$ cat src/rtl/py_timer_pkg.sv
// Shared types and constants for the BCD stopwatch: FSM states, digit limits,
// prescaler divide calculation and the packed digit layout.
package py_timer_pkg;

  typedef enum logic [1:0] {
    IDLE  = 2'd0,
    RUN   = 2'd1,
    PAUSE = 2'd2,
    LAP   = 2'd3
  } state_t;

  localparam int LIM_UNIT    = 9;
  localparam int LIM_TENS    = 5;
  localparam int LIM_H1      = 2;
  localparam int LIM_H0_TERM = 3;

  localparam int NUM_DIG = 8;
  localparam int NIB_W   = 4;
  localparam int DIG_W   = NUM_DIG * NIB_W;

  function automatic int calc_div(input int clk_hz, input int tick_hz);
    return clk_hz / tick_hz;
  endfunction

endpackage

$ cat src/rtl/py_bcd_digit.sv
// One BCD counter cell: counts 0..MAX on en, wraps to 0, carry flags the wrap.
// clr has priority over en.
module py_bcd_digit #(
  parameter int MAX = 9
) (
  input  logic       clk_in,
  input  logic       rst,
  input  logic       en,
  input  logic       clr,
  output logic [3:0] q,
  output logic       carry
);

  localparam logic [3:0] MAX_Q = 4'(MAX);

  logic [3:0] q_nx;

  assign carry = en && (q == MAX_Q);

  // q is reloaded every cycle so the held value always comes from q_nx
  always_comb begin
    q_nx = q;
    if (clr)
      q_nx = '0;
    else if (en)
      q_nx = (q == MAX_Q) ? 4'd0 : q + 4'd1;
  end

  always_ff @(posedge clk_in or posedge rst) begin
    if (rst)
      q <= '0;
    else
      q <= q_nx;
  end

endmodule

$ cat src/rtl/py_bcd_stopwatch.sv
// HH:MM:SS.cc stopwatch: prescaler, control FSM, BCD cascade, lap snapshot.
//   state | meaning
//   IDLE  | stopped and zeroed, waiting for start
//   RUN   | counting, display shows live value
//   PAUSE | counting halted, prescaler phase held
//   LAP   | counting, display frozen on snapshot
module py_bcd_stopwatch
  import py_timer_pkg::*;
#(
  parameter int CLK_HZ  = 50_000_000,
  parameter int TICK_HZ = 100
) (
  input  logic        clk_in,
  input  logic        rst,
  input  logic        btn_ss,
  input  logic        btn_lap,
  input  logic        btn_clr,
  output logic [31:0] digits,
  output logic        running,
  output logic        lap_active,
  output logic        wrap
);

  localparam int DIV = calc_div(CLK_HZ, TICK_HZ);
  localparam int PW  = (DIV > 2) ? $clog2(DIV) : 1;
  localparam logic [PW-1:0] PRESC_TC = PW'(DIV - 1);

  state_t           state;
  logic [PW-1:0]    presc;
  logic             tick;
  logic             clr_cnt;
  logic             hours_wrap;
  logic             clr_hours;
  logic [DIG_W-1:0] live;
  logic [DIG_W-1:0] snapshot;

  logic [3:0] q_c0, q_c1, q_s0, q_s1, q_m0, q_m1, q_h0, q_h1;
  logic       c_c0, c_c1, c_s0, c_s1, c_m0, c_m1, c_h0, c_h1;

  assign clr_cnt = (state == PAUSE) && btn_clr;
  assign tick    = ((state == RUN) || (state == LAP)) && (presc == PRESC_TC);

  always_ff @(posedge clk_in or posedge rst) begin
    if (rst) begin
      presc <= '0;
      wrap  <= 1'b0;
    end else begin
      wrap <= hours_wrap;
      if (clr_cnt)
        presc <= '0;
      else if ((state == RUN) || (state == LAP))
        presc <= tick ? '0 : presc + 1'b1;
    end
  end

  // Hours are a 0..29 pair; the 23 -> 00 terminal is detected here
  assign hours_wrap = (c_m1 && (q_h1 == 4'(LIM_H1)) && (q_h0 == 4'(LIM_H0_TERM))) || c_h1;
  assign clr_hours  = clr_cnt || hours_wrap;

  py_bcd_digit #(.MAX(LIM_UNIT)) u_c0 (.clk_in(clk_in), .rst(rst), .en(tick), .clr(clr_cnt), .q(q_c0), .carry(c_c0));
  py_bcd_digit #(.MAX(LIM_UNIT)) u_c1 (.clk_in(clk_in), .rst(rst), .en(c_c0), .clr(clr_cnt), .q(q_c1), .carry(c_c1));
  py_bcd_digit #(.MAX(LIM_UNIT)) u_s0 (.clk_in(clk_in), .rst(rst), .en(c_c1), .clr(clr_cnt), .q(q_s0), .carry(c_s0));
  py_bcd_digit #(.MAX(LIM_TENS)) u_s1 (.clk_in(clk_in), .rst(rst), .en(c_s0), .clr(clr_cnt), .q(q_s1), .carry(c_s1));
  py_bcd_digit #(.MAX(LIM_UNIT)) u_m0 (.clk_in(clk_in), .rst(rst), .en(c_s1), .clr(clr_cnt), .q(q_m0), .carry(c_m0));
  py_bcd_digit #(.MAX(LIM_TENS)) u_m1 (.clk_in(clk_in), .rst(rst), .en(c_m0), .clr(clr_cnt), .q(q_m1), .carry(c_m1));
  py_bcd_digit #(.MAX(LIM_UNIT)) u_h0 (.clk_in(clk_in), .rst(rst), .en(c_m1), .clr(clr_hours), .q(q_h0), .carry(c_h0));
  py_bcd_digit #(.MAX(LIM_H1))   u_h1 (.clk_in(clk_in), .rst(rst), .en(c_h0), .clr(clr_hours), .q(q_h1), .carry(c_h1));

  assign live   = {q_h1, q_h0, q_m1, q_m0, q_s1, q_s0, q_c1, q_c0};
  assign digits = lap_active ? snapshot : live;

  // clr outranks ss outranks lap; states that ignore an input fall through
  always_ff @(posedge clk_in or posedge rst) begin
    if (rst) begin
      state      <= IDLE;
      running    <= 1'b0;
      lap_active <= 1'b0;
      snapshot   <= '0;
    end else begin
      case (state)
        IDLE: begin
          if (btn_ss) begin
            state   <= RUN;
            running <= 1'b1;
          end
        end
        RUN: begin
          if (btn_ss) begin
            state   <= PAUSE;
            running <= 1'b0;
          end else if (btn_lap) begin
            state      <= LAP;
            lap_active <= 1'b1;
            snapshot   <= live;
          end
        end
        PAUSE: begin
          if (btn_clr) begin
            state <= IDLE;
          end else if (btn_ss) begin
            state   <= RUN;
            running <= 1'b1;
          end
        end
        LAP: begin
          if (btn_ss) begin
            state      <= PAUSE;
            running    <= 1'b0;
            lap_active <= 1'b0;
          end else if (btn_lap) begin
            state      <= RUN;
            lap_active <= 1'b0;
          end
        end
        default: begin
          state      <= IDLE;
          running    <= 1'b0;
          lap_active <= 1'b0;
        end
      endcase
    end
  end

endmodule

$ cat config.mk
export PLATFORM = sky130hd
export DESIGN_NAME = py_bcd_stopwatch
export DESIGN_NICKNAME = d
export VERILOG_FILES = /design/src/rtl/py_timer_pkg.sv /design/src/rtl/py_bcd_digit.sv /design/src/rtl/py_bcd_stopwatch.sv
export SDC_FILE = /design/constraint.sdc
export NUM_CORES = 1
export LEC_CHECK = 0
export BUFFER_PORTS_ARGS = -buffer_cell sky130_fd_sc_hd__buf_2
export CAP_MARGIN = 0
export CORE_MARGIN = 3
export CORE_UTILIZATION = 50
export CTS_BUF_LIST = sky130_fd_sc_hd__clkbuf_8
export CTS_CLUSTER_SIZE = 40
export DETAILED_ROUTE_END_ITERATION = 7
export MAX_ROUTING_LAYER = met4
export PLACE_DENSITY = 0.78
export SLEW_MARGIN = 10
export SYNTH_ARGS = -nofsm -noshare
export SYNTH_HDL_FRONTEND = slang
export SYNTH_SLANG_ARGS = --single-unit
$ cat constraint.sdc
create_clock -name clk_in -period 2.4 [get_ports clk_in]
set_clock_uncertainty 0.05 [all_clocks]
set_input_delay 0 -clock clk_in [delete_from_list [all_inputs] [get_ports clk_in]]
set_output_delay 0 -clock clk_in [all_outputs]
set_load 0.005 [all_outputs]
==> results of run 1 <==
## final timing paths
kind                        startpoint           end  slack [ps]  depth (start not counted)
setup / recovery             u_c1.q[1]     u_m0.q[2]         -20                          8
hold / removal                     rst   snapshot[8]          30                          3
setup reg to reg             u_c1.q[1]     u_m0.q[2]         -20                          8
min in group clk_in             btn_ss       running         420                          3
hold reg to reg            snapshot[3]   snapshot[3]         460                          1
max in group asynchronous          rst  snapshot[22]        1590                          4
## worst max-delay path, stage by stage, from the launching register on
cell and delay [ps]:
dfrtp_1 400, inv_2 80, ha_4 120, and3b_2 190, nand4_1 140, or4_4 600, buf_6 160, or4_1 470
a21oi_1 140
## cell families (layout without fill, tap and decap cells)
kind of cell | after synthesis | after routing | synth area share
flip-flops | 88 | 88 | 0.4671
AO/OA/AOI/OAI | 66 | 66 | 0.07803
XOR/XNOR | 17 | 17 | 0.03158
AND/OR/NAND/NOR | 164 | 164 | 0.2001
buffers and inverters | 38 | 127 | 0.03132
adder cells (fa/ha/maj) | 17 | 17 | 0.04512
multiplexers | 62 | 62 | 0.1468
## sequential cells by signal, summed over array words and instances, names as in the netlist
register,count
u_s1.q,4
running,1
presc,19
u_h1.q,4
u_s0.q,4
wrap,1
u_m0.q,4
lap_active,1
u_m1.q,4
u_h0.q,4
u_c1.q,4
u_c0.q,4
snapshot,32
state,2
## final cells by class
| type | count | area, um^2 |
|---|---|---|
| clock buffers | 11 | 151.4 |
| clock inverters | 5 | 56.30 |
| fillers | 706 | 3282 |
| inverters | 16 | 61.31 |
| multi-input cells | 326 | 2404 |
| flip-flops and latches | 88 | 2202 |
| well taps | 108 | 135.1 |
| repair buffers | 95 | 641.9 |
## power by group through the flow
stage	clock network [W]	logic (W)	registers (W)
6_report	0.00108	0.000940	0.00182
5_1_grt	0.00115	0.00104	0.00184
4_1_cts	0.00109	0.000947	0.00181
3_5_place_dp	0	0.000938	0.00184
3_3_place_gp	0	0.000906	0.00183
2_1_floorplan	0	0.000609	0.00181
## cells in the final DEF (no fill, tap or decap), drive strengths merged, types with 6 or more instances in the layout
master  Yosys  layout
and3        7       7
clkbuf     19      11
buf         3      91
inv        16      16
xor2       15      15
or4         8       8
nor2       27      27
nor4        6       6
nand3      22      22
mux2       57      57
a21oi      24      24
o21ai      27      27
ha         17      17
and3b       6       6
nand2      31      31
nand4      14      14
or3        12      12
dfrtp      88      88
## metal layers
layer,vias to the layer above,routed length [um]
met3,27,537
met4,0,243
met2,121,5245
met1,1887,4660
met5,-,0
li1,1797,-
## metrics by stage
step           utilization  total power (W)  TNS (ps)  hold slack (ps)
5_1_grt             0.6326         0.004034    -266.4            66.55
2_1_floorplan            -         0.002424         0            171.9
3_5_place_dp        0.5940         0.002780    -99.00           -134.0
6_report            0.6326         0.003833    -21.41            31.13
3_3_place_gp        0.5940         0.002733         0           -137.2
4_1_cts             0.6221         0.003851         0            16.22
## repair_timing
item                                   4_1_cts  5_1_grt
resized for setup                            1       12
hold buffers                                 4        0
buffers inserted                             0        8
endpoints found under the hold margin       92        0
pin swaps                                    0        6
setup endpoints to repair                    7        9
==> flow_results.xml, run 1 <==
<?xml version="1.0" encoding="UTF-8"?>
<metrics>
  <group name="floorplan">
    <metric name="core_region_area" unit="um^2">8934</metric>
    <metric name="boundaryPins" unit="">40</metric>
    <metric name="die-area" unit="um^2">10630</metric>
    <metric name="die_h" unit="um">103.1</metric>
    <metric name="initial_utilization" unit="">0.5277</metric>
    <metric name="rows" unit="">34</metric>
    <metric name="overall_die_width" unit="um">103.1</metric>
  </group>
  <group name="logic_synthesis">
    <metric name="yosysUniqueCellTypes" unit="">47</metric>
    <metric name="yosysWarnings" unit="">0</metric>
    <metric name="ys_top_cells_by_area" unit="">dfrtp_1, mux2_2, ha_1, xor2_1, o21ai_0</metric>
    <metric name="synth_cells" unit="">452</metric>
    <metric name="seq_total_area_yosys" unit="">0.4671</metric>
    <metric name="synth_fp_nets" unit="">474</metric>
    <metric name="mappedNetlistArea" unit="um^2">4715</metric>
    <metric name="synth_top_area_cell" unit="">dfrtp_1</metric>
    <metric name="async_reset_ff_frac" unit="">1.000</metric>
    <metric name="synthDominantCellAreaShare" unit="">0.4671</metric>
    <metric name="synth_ff_type" unit="">dfrtp_1</metric>
    <metric name="yosys-top-cells-count" unit="">dfrtp_1, mux2_2, nand2_1</metric>
    <metric name="synth_enable_flop_cells" unit="">0</metric>
    <metric name="post-synth-top-count-cell" unit="">dfrtp_1</metric>
    <metric name="postSynthRegisterBits" unit="">88</metric>
    <metric name="synth_area_per_cell" unit="um^2">10.43</metric>
  </group>
  <group name="global_routing">
    <metric name="maximum_number_of_pins_on_one_net_before_global_route_repair" unit="">48</metric>
    <metric name="grt.met1_usage" unit="">0.2706</metric>
    <metric name="globalRoute.totalOverflow" unit="">0</metric>
    <metric name="groute.usage.overall" unit="">0.2123</metric>
    <metric name="busiest_layer" unit="">met2</metric>
    <metric name="grt_pass1_wl" unit="um">17360</metric>
    <metric name="first_global_vias" unit="">3716</metric>
    <metric name="groute.layer.met2.usage" unit="">0.3444</metric>
    <metric name="grt_util_met3" unit="">0.02706</metric>
    <metric name="antenna_found_initial" unit="">0</metric>
  </group>
  <group name="cts">
    <metric name="cts.htree.levels" unit="">3</metric>
    <metric name="clock_tree.buffer_depth" unit="">2</metric>
    <metric name="numCtsBuffers" unit="">9</metric>
    <metric name="worst_skew_pair.late_latency" unit="ps">360</metric>
    <metric name="root_buffer" unit="">clkbuf_8</metric>
    <metric name="clock_sinks" unit="">88</metric>
    <metric name="clock_tree_from_tritoncts" unit="">yes</metric>
    <metric name="path_clk_slew" unit="ps">90</metric>
  </group>
  <group name="sta">
    <metric name="total_count_of_max_transition_violations_in_the_final_report" unit="">0</metric>
    <metric name="grt_setup_unrepaired" unit="">true</metric>
    <metric name="count_of_endpoints_failing_hold_in_the_final_timing_report" unit="">0</metric>
    <metric name="finalSetupViolCount" unit="">1</metric>
    <metric name="worst_slew_margin_rel" unit="">0.6416</metric>
    <metric name="fmaxAchievable" unit="MHz">413.0</metric>
    <metric name="worst-slew-pin-transition" unit="ps">532.8</metric>
    <metric name="finalCriticalPeriod" unit="ps">2421</metric>
    <metric name="fin_ws" unit="ps">-21.41</metric>
    <metric name="final.period_utilization" unit="">1.009</metric>
  </group>
  <group name="power">
    <metric name="p_sw_frac" unit="">0.2985</metric>
    <metric name="netSwitchingPower" unit="W">0.001144</metric>
    <metric name="vdd_drop_max" unit="uV">336.2</metric>
    <metric name="power.density" unit="nW/um^2">678.1</metric>
    <metric name="intPower" unit="W">0.002689</metric>
    <metric name="power.combinational.fraction" unit="">0.245</metric>
    <metric name="share_clk_of_total_power" unit="">0.281</metric>
    <metric name="leakagePower" unit="nW">2.774</metric>
    <metric name="seq_power_share" unit="">0.474</metric>
  </group>
  <group name="layout">
    <metric name="area_overhead_vs_synth" unit="%">19.88</metric>
    <metric name="post_route_cells_drive_above_1_share" unit="">0.3272</metric>
    <metric name="fin_nets" unit="">558</metric>
    <metric name="final_cell_area" unit="um^2">5652</metric>
    <metric name="antenna-diode-count" unit="">0</metric>
    <metric name="post_layout_nonfiller_instances" unit="">649</metric>
  </group>
  <group name="setup_path">
    <metric name="startpoint_type" unit="">register</metric>
    <metric name="critPathArrivalTime" unit="ps">2660</metric>
    <metric name="required" unit="ps">2630</metric>
    <metric name="criticalPathCategory" unit="">register to register</metric>
    <metric name="nature_of_the_critical_path_endpoint" unit="">register</metric>
    <metric name="crit_path_max_fanout" unit="">6</metric>
  </group>
  <group name="detailed_routing">
    <metric name="drt-total-wl" unit="um">10690</metric>
    <metric name="vias_per_cell" unit="">5.904</metric>
    <metric name="post_drt_wl_per_cell" unit="um">16.47</metric>
    <metric name="num_vias" unit="">3832</metric>
    <metric name="drt-initial-drc-count" unit="">221</metric>
    <metric name="detail_route.drc_violations" unit="">0</metric>
    <metric name="drt_first_pass_iters" unit="">4</metric>
    <metric name="drt.antenna.violating_nets" unit="">0</metric>
  </group>
  <group name="hold_path">
    <metric name="hold_path.class" unit="">input pin to async pin</metric>
  </group>
  <group name="placement">
    <metric name="place_hpwl" unit="um">7473</metric>
    <metric name="place_inst" unit="">621</metric>
    <metric name="place_congestion" unit="">0.8534</metric>
    <metric name="preCtsSetupSlack" unit="ps">-27.60</metric>
    <metric name="dpl_cell_area" unit="um^2">5306</metric>
    <metric name="buffer_ports.inserted" unit="">39</metric>
  </group>
  <group name="status">
    <metric name="violations" unit="">setup timing</metric>
    <metric name="status" unit="">finished, violations left</metric>
  </group>
  <group name="flow_run">
    <metric name="max_cap_viol_count" unit="">0</metric>
  </group>
</metrics>
Note: power is estimated with default switching activity, not from simulation.
==> run 2: changes to the inputs <==
--- a/config.mk
+++ b/config.mk
@@ -13,7 +13,7 @@
 export CTS_CLUSTER_SIZE = 40
 export DETAILED_ROUTE_END_ITERATION = 7
 export MAX_ROUTING_LAYER = met4
-export PLACE_DENSITY = 0.78
+export PLACE_DENSITY = 0.76
 export SLEW_MARGIN = 10
 export SYNTH_ARGS = -nofsm -noshare
 export SYNTH_HDL_FRONTEND = slang
==> constraint.sdc (replaced) <==
create_clock -name clk_in -period 2.6 [get_ports clk_in]
set_clock_uncertainty 0.05 [all_clocks]
set_input_delay 0 -clock clk_in [delete_from_list [all_inputs] [get_ports clk_in]]
set_output_delay 0 -clock clk_in [all_outputs]
set_load 0.005 [all_outputs]
==> flow_results.xml, run 2 (synthesis results as in run 1) <==
<?xml version="1.0" encoding="UTF-8"?>
<metrics>
  <group name="global_routing">
    <metric name="antenna_found_initial" unit="">0</metric>
    <metric name="maximum_number_of_pins_on_one_net_before_global_route_repair" unit="">51</metric>
    <metric name="grt_pass1_wl" unit="um">17090</metric>
    <metric name="groute.usage.overall" unit="">0.2067</metric>
    <metric name="globalRoute.totalOverflow" unit="">0</metric>
    <metric name="first_global_vias" unit="">3669</metric>
  </group>
  <group name="placement">
    <metric name="buffer_ports.inserted" unit="">39</metric>
    <metric name="place_hpwl" unit="um">6910</metric>
    <metric name="preCtsSetupSlack" unit="ps">88.98</metric>
    <metric name="place_congestion" unit="">0.9189</metric>
  </group>
  <group name="sta">
    <metric name="grt_setup_unrepaired" unit="">false</metric>
    <metric name="worst-slew-pin-transition" unit="ps">696.9</metric>
    <metric name="total_count_of_max_transition_violations_in_the_final_report" unit="">0</metric>
    <metric name="setup-tns-final" unit="ps">0</metric>
    <metric name="final.period_utilization" unit="">0.9515</metric>
    <metric name="worst_slew_margin_rel" unit="">0.5349</metric>
    <metric name="fmaxAchievable" unit="MHz">404.2</metric>
    <metric name="count_of_endpoints_failing_hold_in_the_final_timing_report" unit="">0</metric>
    <metric name="finalCriticalPeriod" unit="ps">2474</metric>
    <metric name="fin_ws" unit="ps">126.2</metric>
    <metric name="finalSetupViolCount" unit="">0</metric>
  </group>
  <group name="power">
    <metric name="vdd_drop_max" unit="uV">539.2</metric>
    <metric name="totalPowerFinal" unit="W">0.003477</metric>
    <metric name="leakagePower" unit="nW">2.616</metric>
    <metric name="power.density" unit="nW/um^2">644.8</metric>
  </group>
  <group name="layout">
    <metric name="largestRegisters" unit="">snapshot: 32 flops, presc: 19 flops</metric>
    <metric name="number_of_flip_flops_in_the_largest_register" unit="">32</metric>
    <metric name="largest-register" unit="">snapshot</metric>
    <metric name="fin_nets" unit="">527</metric>
    <metric name="final_common_cell" unit="">dfrtp_1</metric>
    <metric name="antenna-diode-count" unit="">0</metric>
    <metric name="post_route_cells_drive_above_1_share" unit="">0.2765</metric>
    <metric name="most-common-layout-cells" unit="">dfrtp_1, mux2_2, buf_2, nand2_1, nor2_1</metric>
    <metric name="area_overhead_vs_synth" unit="%">14.38</metric>
    <metric name="final_core_util" unit="">0.6036</metric>
  </group>
  <group name="detailed_routing">
    <metric name="detail_route.drc_violations" unit="">0</metric>
    <metric name="drt_first_pass_iters" unit="">4</metric>
    <metric name="post_drt_wl_per_cell" unit="um">15.97</metric>
    <metric name="num_vias" unit="">3598</metric>
    <metric name="drt-total-wl" unit="um">9870</metric>
    <metric name="drt.antenna.violating_nets" unit="">0</metric>
    <metric name="drt-initial-drc-count" unit="">121</metric>
    <metric name="vias_per_cell" unit="">5.822</metric>
  </group>
  <group name="floorplan">
    <metric name="initial_utilization" unit="">0.5277</metric>
    <metric name="overall_die_width" unit="um">103.1</metric>
    <metric name="die_h" unit="um">103.1</metric>
    <metric name="core_region_area" unit="um^2">8934</metric>
    <metric name="die-area" unit="um^2">10630</metric>
    <metric name="rows" unit="">34</metric>
    <metric name="boundaryPins" unit="">40</metric>
  </group>
  <group name="setup_path">
    <metric name="cp_num_cells" unit="">6</metric>
    <metric name="buffers_plus_inverters_on_the_worst_setup_path" unit="">1</metric>
    <metric name="critical-path-top-delay-family" unit="">simple AND/OR/NAND/NOR gates</metric>
    <metric name="length_in_cells_of_the_worst_reg_to_reg_path" unit="">6</metric>
    <metric name="crit_path_max_fanout" unit="">11</metric>
    <metric name="required" unit="ps">2830</metric>
    <metric name="startpoint_type" unit="">register</metric>
    <metric name="nature_of_the_critical_path_endpoint" unit="">register</metric>
    <metric name="critical_path.slowest_cell" unit="">or4_1</metric>
    <metric name="max_stage_delay" unit="ps">590</metric>
    <metric name="crit_path_cell_chain" unit="">nor4b_4 -&gt; buf_4 -&gt; and3_1 -&gt; nand3_1 -&gt; or4_1 -&gt; a21oi_1</metric>
    <metric name="criticalPathCategory" unit="">register to register</metric>
    <metric name="critPathArrivalTime" unit="ps">2700</metric>
  </group>
  <group name="cts">
    <metric name="cts.htree.levels" unit="">3</metric>
    <metric name="worst_skew_pair.late_latency" unit="ps">360</metric>
    <metric name="clock_tree.buffer_depth" unit="">2</metric>
    <metric name="root_buffer" unit="">clkbuf_8</metric>
    <metric name="clock_sinks" unit="">88</metric>
    <metric name="clock_tree_from_tritoncts" unit="">yes</metric>
    <metric name="path_clk_slew" unit="ps">90</metric>
    <metric name="numCtsBuffers" unit="">9</metric>
    <metric name="post-cts-setup-buffer-count" unit="">0</metric>
  </group>
  <group name="flow_run">
    <metric name="max_cap_viol_count" unit="">0</metric>
  </group>
  <group name="status">
    <metric name="status" unit="">finished clean</metric>
  </group>
  <group name="hold_path">
    <metric name="worst_hold_path.num_cells" unit="">4</metric>
    <metric name="hold_path.class" unit="">input pin to register</metric>
  </group>
</metrics>
run 2: layout make-up:
cell class	count	area (um^2)
timing repair buffer	64	415.4
fill	722	3541
clock buffer	10	137.6
multi-input combinational	326	2374
inverter	16	61.31
clock inverter	6	67.56
sequential	88	2202
tap	108	135.1
run 2: worst paths after layout:
kind,startpoint,endpoint,slack [ps]
max,presc[5],u_m1.q[3],130
min,btn_clr,state[1],6
max reg2reg,presc[5],u_m1.q[3],130
min reg2reg,snapshot[22],snapshot[22],460
max in group asynchronous,rst,u_c1.q[1],1590
min in group asynchronous,rst,snapshot[30],230
run 2: metal layers:
| metal | global-route usage | part of all wire | vias up |
|---|---|---|---|
| met3 | 0.03586 | 0.035 | 9 |
| met5 | - | 0 | - |
| met1 | 0.2593 | 0.44 | 1802 |
| met2 | 0.3527 | 0.52 | 57 |
| li1 | - | - | 1730 |
| met4 | 0.04183 | 0.0073 | 0 |
run 2: repair_timing:
action | 4_1_cts | 5_1_grt
gates resized for setup | 0 | 1
endpoints found under the setup margin | 0 | 6
endpoints found under the hold margin | 42 | 0
hold buffers | 3 | 0
run 2: worst reg2reg max path, cell delays in order (launching register included):
cell	delay [ps]
dfrtp_1	470
nor4b_4	370
buf_4	180
and3_1	270
nand3_1	320
or4_1	590
a21oi_1	150
run 2: power breakdown:
group          internal (W)  switching, W  total, W
combinational      0.000409      0.000371  0.000780
clock              0.000474      0.000502  0.000976
sequential          0.00155      0.000169   0.00172
run 2: stage by stage:
stage	hold slack, ps	instance area [um^2]	std cells
after detailed placement	73.43	5154	599
final	6.046	5393	618
after CTS	7.707	5389	618
after global placement	69.92	5154	599
after floorplan	171.9	4715	452
after global routing	77.03	5393	618
==> run 3: changes to the inputs <==
--- a/config.mk
+++ b/config.mk
@@ -5,15 +5,17 @@
 export SDC_FILE = /design/constraint.sdc
 export NUM_CORES = 1
 export LEC_CHECK = 0
-export BUFFER_PORTS_ARGS = -buffer_cell sky130_fd_sc_hd__buf_2
 export CAP_MARGIN = 0
 export CORE_MARGIN = 3
 export CORE_UTILIZATION = 50
 export CTS_BUF_LIST = sky130_fd_sc_hd__clkbuf_8
 export CTS_CLUSTER_SIZE = 40
 export DETAILED_ROUTE_END_ITERATION = 7
+export DONT_BUFFER_PORTS = 1
 export MAX_ROUTING_LAYER = met4
-export PLACE_DENSITY = 0.76
+export PLACE_DENSITY = 0.72
+export RECOVER_POWER = 25
+export SKIP_LAST_GASP = 1
 export SLEW_MARGIN = 10
 export SYNTH_ARGS = -nofsm -noshare
 export SYNTH_HDL_FRONTEND = slang
==> flow_results.xml, run 3 (synthesis results as in run 1) <==
<?xml version="1.0" encoding="UTF-8"?>
<metrics>
  <group name="detailed_routing">
    <metric name="vias_per_cell" unit="">5.948</metric>
    <metric name="detail_route.drc_violations" unit="">0</metric>
    <metric name="num_vias" unit="">3438</metric>
    <metric name="drt-total-wl" unit="um">9714</metric>
    <metric name="drt-initial-drc-count" unit="">206</metric>
    <metric name="post_drt_wl_per_cell" unit="um">16.81</metric>
    <metric name="drt_first_pass_iters" unit="">4</metric>
    <metric name="drt.antenna.violating_nets" unit="">0</metric>
  </group>
  <group name="global_routing">
    <metric name="grt_pass1_wl" unit="um">16860</metric>
    <metric name="first_global_vias" unit="">3498</metric>
    <metric name="groute.usage.overall" unit="">0.2062</metric>
    <metric name="maximum_number_of_pins_on_one_net_before_global_route_repair" unit="">49</metric>
    <metric name="antenna_found_initial" unit="">0</metric>
    <metric name="globalRoute.totalOverflow" unit="">0</metric>
  </group>
  <group name="placement">
    <metric name="dpl_cell_area" unit="um^2">4946</metric>
    <metric name="buffer_ports.inserted" unit="">0</metric>
    <metric name="place_congestion" unit="">0.8421</metric>
    <metric name="place_hpwl" unit="um">6749</metric>
  </group>
  <group name="setup_path">
    <metric name="critical_path.slowest_cell" unit="">dfrtp_1</metric>
    <metric name="crit_path_cell_chain" unit="">nor4b_4 -&gt; buf_4 -&gt; and3_1 -&gt; nand4_1 -&gt; buf_4 -&gt; or3_1 -&gt; a21oi_1</metric>
    <metric name="path_common_cell" unit="">buf_4</metric>
    <metric name="required" unit="ps">2830</metric>
    <metric name="setup_slack_reg_to_reg" unit="ps">190</metric>
    <metric name="critPathArrivalTime" unit="ps">2630</metric>
    <metric name="buffers_plus_inverters_on_the_worst_setup_path" unit="">2</metric>
    <metric name="startpoint_type" unit="">register</metric>
    <metric name="criticalPathCategory" unit="">register to register</metric>
    <metric name="critical-path-top-delay-family" unit="">simple AND/OR/NAND/NOR gates</metric>
    <metric name="nature_of_the_critical_path_endpoint" unit="">register</metric>
    <metric name="crit_path_max_fanout" unit="">6</metric>
    <metric name="max_stage_delay" unit="ps">470</metric>
  </group>
  <group name="status">
    <metric name="status" unit="">finished, violations left</metric>
    <metric name="violations" unit="">capacitance limit, slew limit</metric>
  </group>
  <group name="floorplan">
    <metric name="boundaryPins" unit="">40</metric>
    <metric name="overall_die_width" unit="um">103.1</metric>
    <metric name="rows" unit="">34</metric>
    <metric name="die-area" unit="um^2">10630</metric>
    <metric name="die_h" unit="um">103.1</metric>
    <metric name="core_region_area" unit="um^2">8934</metric>
    <metric name="initial_utilization" unit="">0.5277</metric>
  </group>
  <group name="cts">
    <metric name="post-cts-setup-buffer-count" unit="">0</metric>
    <metric name="path_clk_slew" unit="ps">80</metric>
    <metric name="worst_skew_pair.late_latency" unit="ps">360</metric>
    <metric name="root_buffer" unit="">clkbuf_8</metric>
    <metric name="cts.htree.levels" unit="">3</metric>
    <metric name="clock_tree.buffer_depth" unit="">2</metric>
    <metric name="clock_tree_from_tritoncts" unit="">yes</metric>
    <metric name="numCtsBuffers" unit="">9</metric>
    <metric name="clock_sinks" unit="">88</metric>
  </group>
  <group name="layout">
    <metric name="final_cell_area" unit="um^2">5169</metric>
    <metric name="post_route_cells_drive_above_1_share" unit="">0.2149</metric>
    <metric name="area_overhead_vs_synth" unit="%">9.634</metric>
    <metric name="largest-register" unit="">snapshot</metric>
    <metric name="number_of_flip_flops_in_the_largest_register" unit="">32</metric>
    <metric name="antenna-diode-count" unit="">0</metric>
    <metric name="most-common-layout-cells" unit="">dfrtp_1, mux2_2, nand2_1, nor2_1, o21ai_0</metric>
    <metric name="final_common_cell" unit="">dfrtp_1</metric>
    <metric name="fin_nets" unit="">489</metric>
    <metric name="largestRegisters" unit="">snapshot: 32 flops, presc: 19 flops</metric>
  </group>
  <group name="sta">
    <metric name="total_count_of_max_transition_violations_in_the_final_report" unit="">42</metric>
    <metric name="count_of_endpoints_failing_hold_in_the_final_timing_report" unit="">0</metric>
    <metric name="setup-tns-final" unit="ps">0</metric>
    <metric name="worst_slew_margin_rel" unit="">-0.1792</metric>
    <metric name="worst-slew-pin-transition" unit="ps">1759</metric>
    <metric name="fmaxAchievable" unit="MHz">415.6</metric>
    <metric name="finalCriticalPeriod" unit="ps">2406</metric>
    <metric name="grt_setup_unrepaired" unit="">false</metric>
    <metric name="final.period_utilization" unit="">0.9254</metric>
    <metric name="finalSetupViolCount" unit="">0</metric>
  </group>
  <group name="flow_run">
    <metric name="max_cap_viol_count" unit="">1</metric>
  </group>
  <group name="power">
    <metric name="totalPowerFinal" unit="W">0.003313</metric>
    <metric name="power.density" unit="nW/um^2">641.0</metric>
    <metric name="leakagePower" unit="nW">2.402</metric>
    <metric name="vdd_drop_max" unit="uV">449.1</metric>
  </group>
  <group name="hold_path">
    <metric name="hold_path.class" unit="">input pin to register</metric>
  </group>
</metrics>
-- run 3: cell types whose count changed in the layout (fill, tap and decap cells not counted), sizes merged --
| cell | before | now |
|---|---|---|
| clkinvlp | 2 | 1 |
| clkinv | 3 | 2 |
| buf | 61 | 21 |
| dlygate4sd3 | 3 | 4 |
| clkbuf | 10 | 11 |
-- run 3: path summary, 6_finish.rpt --
| kind | cells past startpoint | startpoint | endpoint |
|---|---|---|---|
| worst min register to register | 1 | snapshot[18] | snapshot[18] |
| worst max-delay path | 7 | presc[5] | u_s1.q[2] |
| max in group asynchronous | 3 | rst | presc[15] |
| min in group asynchronous | 2 | rst | u_h0.q[0] |
| worst min-delay path | 2 | btn_clr | u_c0.q[0] |
| worst max register to register | 7 | presc[5] | u_s1.q[2] |
-- run 3: timing repair --
| action | 4_1_cts | 5_1_grt |
|---|---|---|
| endpoints found under the hold margin | 51 | 0 |
| setup endpoints to repair | 0 | 9 |
| hold buffers | 4 | 0 |
| gates resized for setup | 0 | 3 |
-- run 3: layout make-up --
cell class	count	area [um^2]
Inverter	16	61.31
Multi-Input combinational cell	326	2380
Fill cell	768	3765
Timing Repair Buffer	26	205.2
Tap cell	108	135.1
Clock inverter	4	47.55
Clock buffer	10	137.6
Sequential cell	88	2202
-- run 3: report_power, final --
group,switching [W],internal (W),total (W)
Sequential,0.000152,0.00155,0.00171
Combinational,0.000359,0.000324,0.000682
Clock,0.000468,0.000457,0.000925
Total,0.000979,0.00233,0.00331
-- run 3: per-stage QoR --
stage / worst slack, ps / std cells / util / hold slack (ps)
floorplan: 184.2 / 452 / - / 171.9
global placement: 120.4 / 560 / 0.5536 / -23.54
detailed placement: 48.71 / 560 / 0.5536 / -24.14
CTS: 23.55 / 578 / 0.5789 / 98.74
global route: 31.51 / 578 / 0.5786 / 119.0
finish: 194.0 / 578 / 0.5786 / 97.04
-- run 3: layer usage --
metal	wire length, um	global-route usage	vias to the layer above
li1	-	-	1651
met1	4472	0.2558	1723
met2	4790	0.3409	55
met3	320	0.03857	9
met4	131	0.06673	0
met5	0	-	-
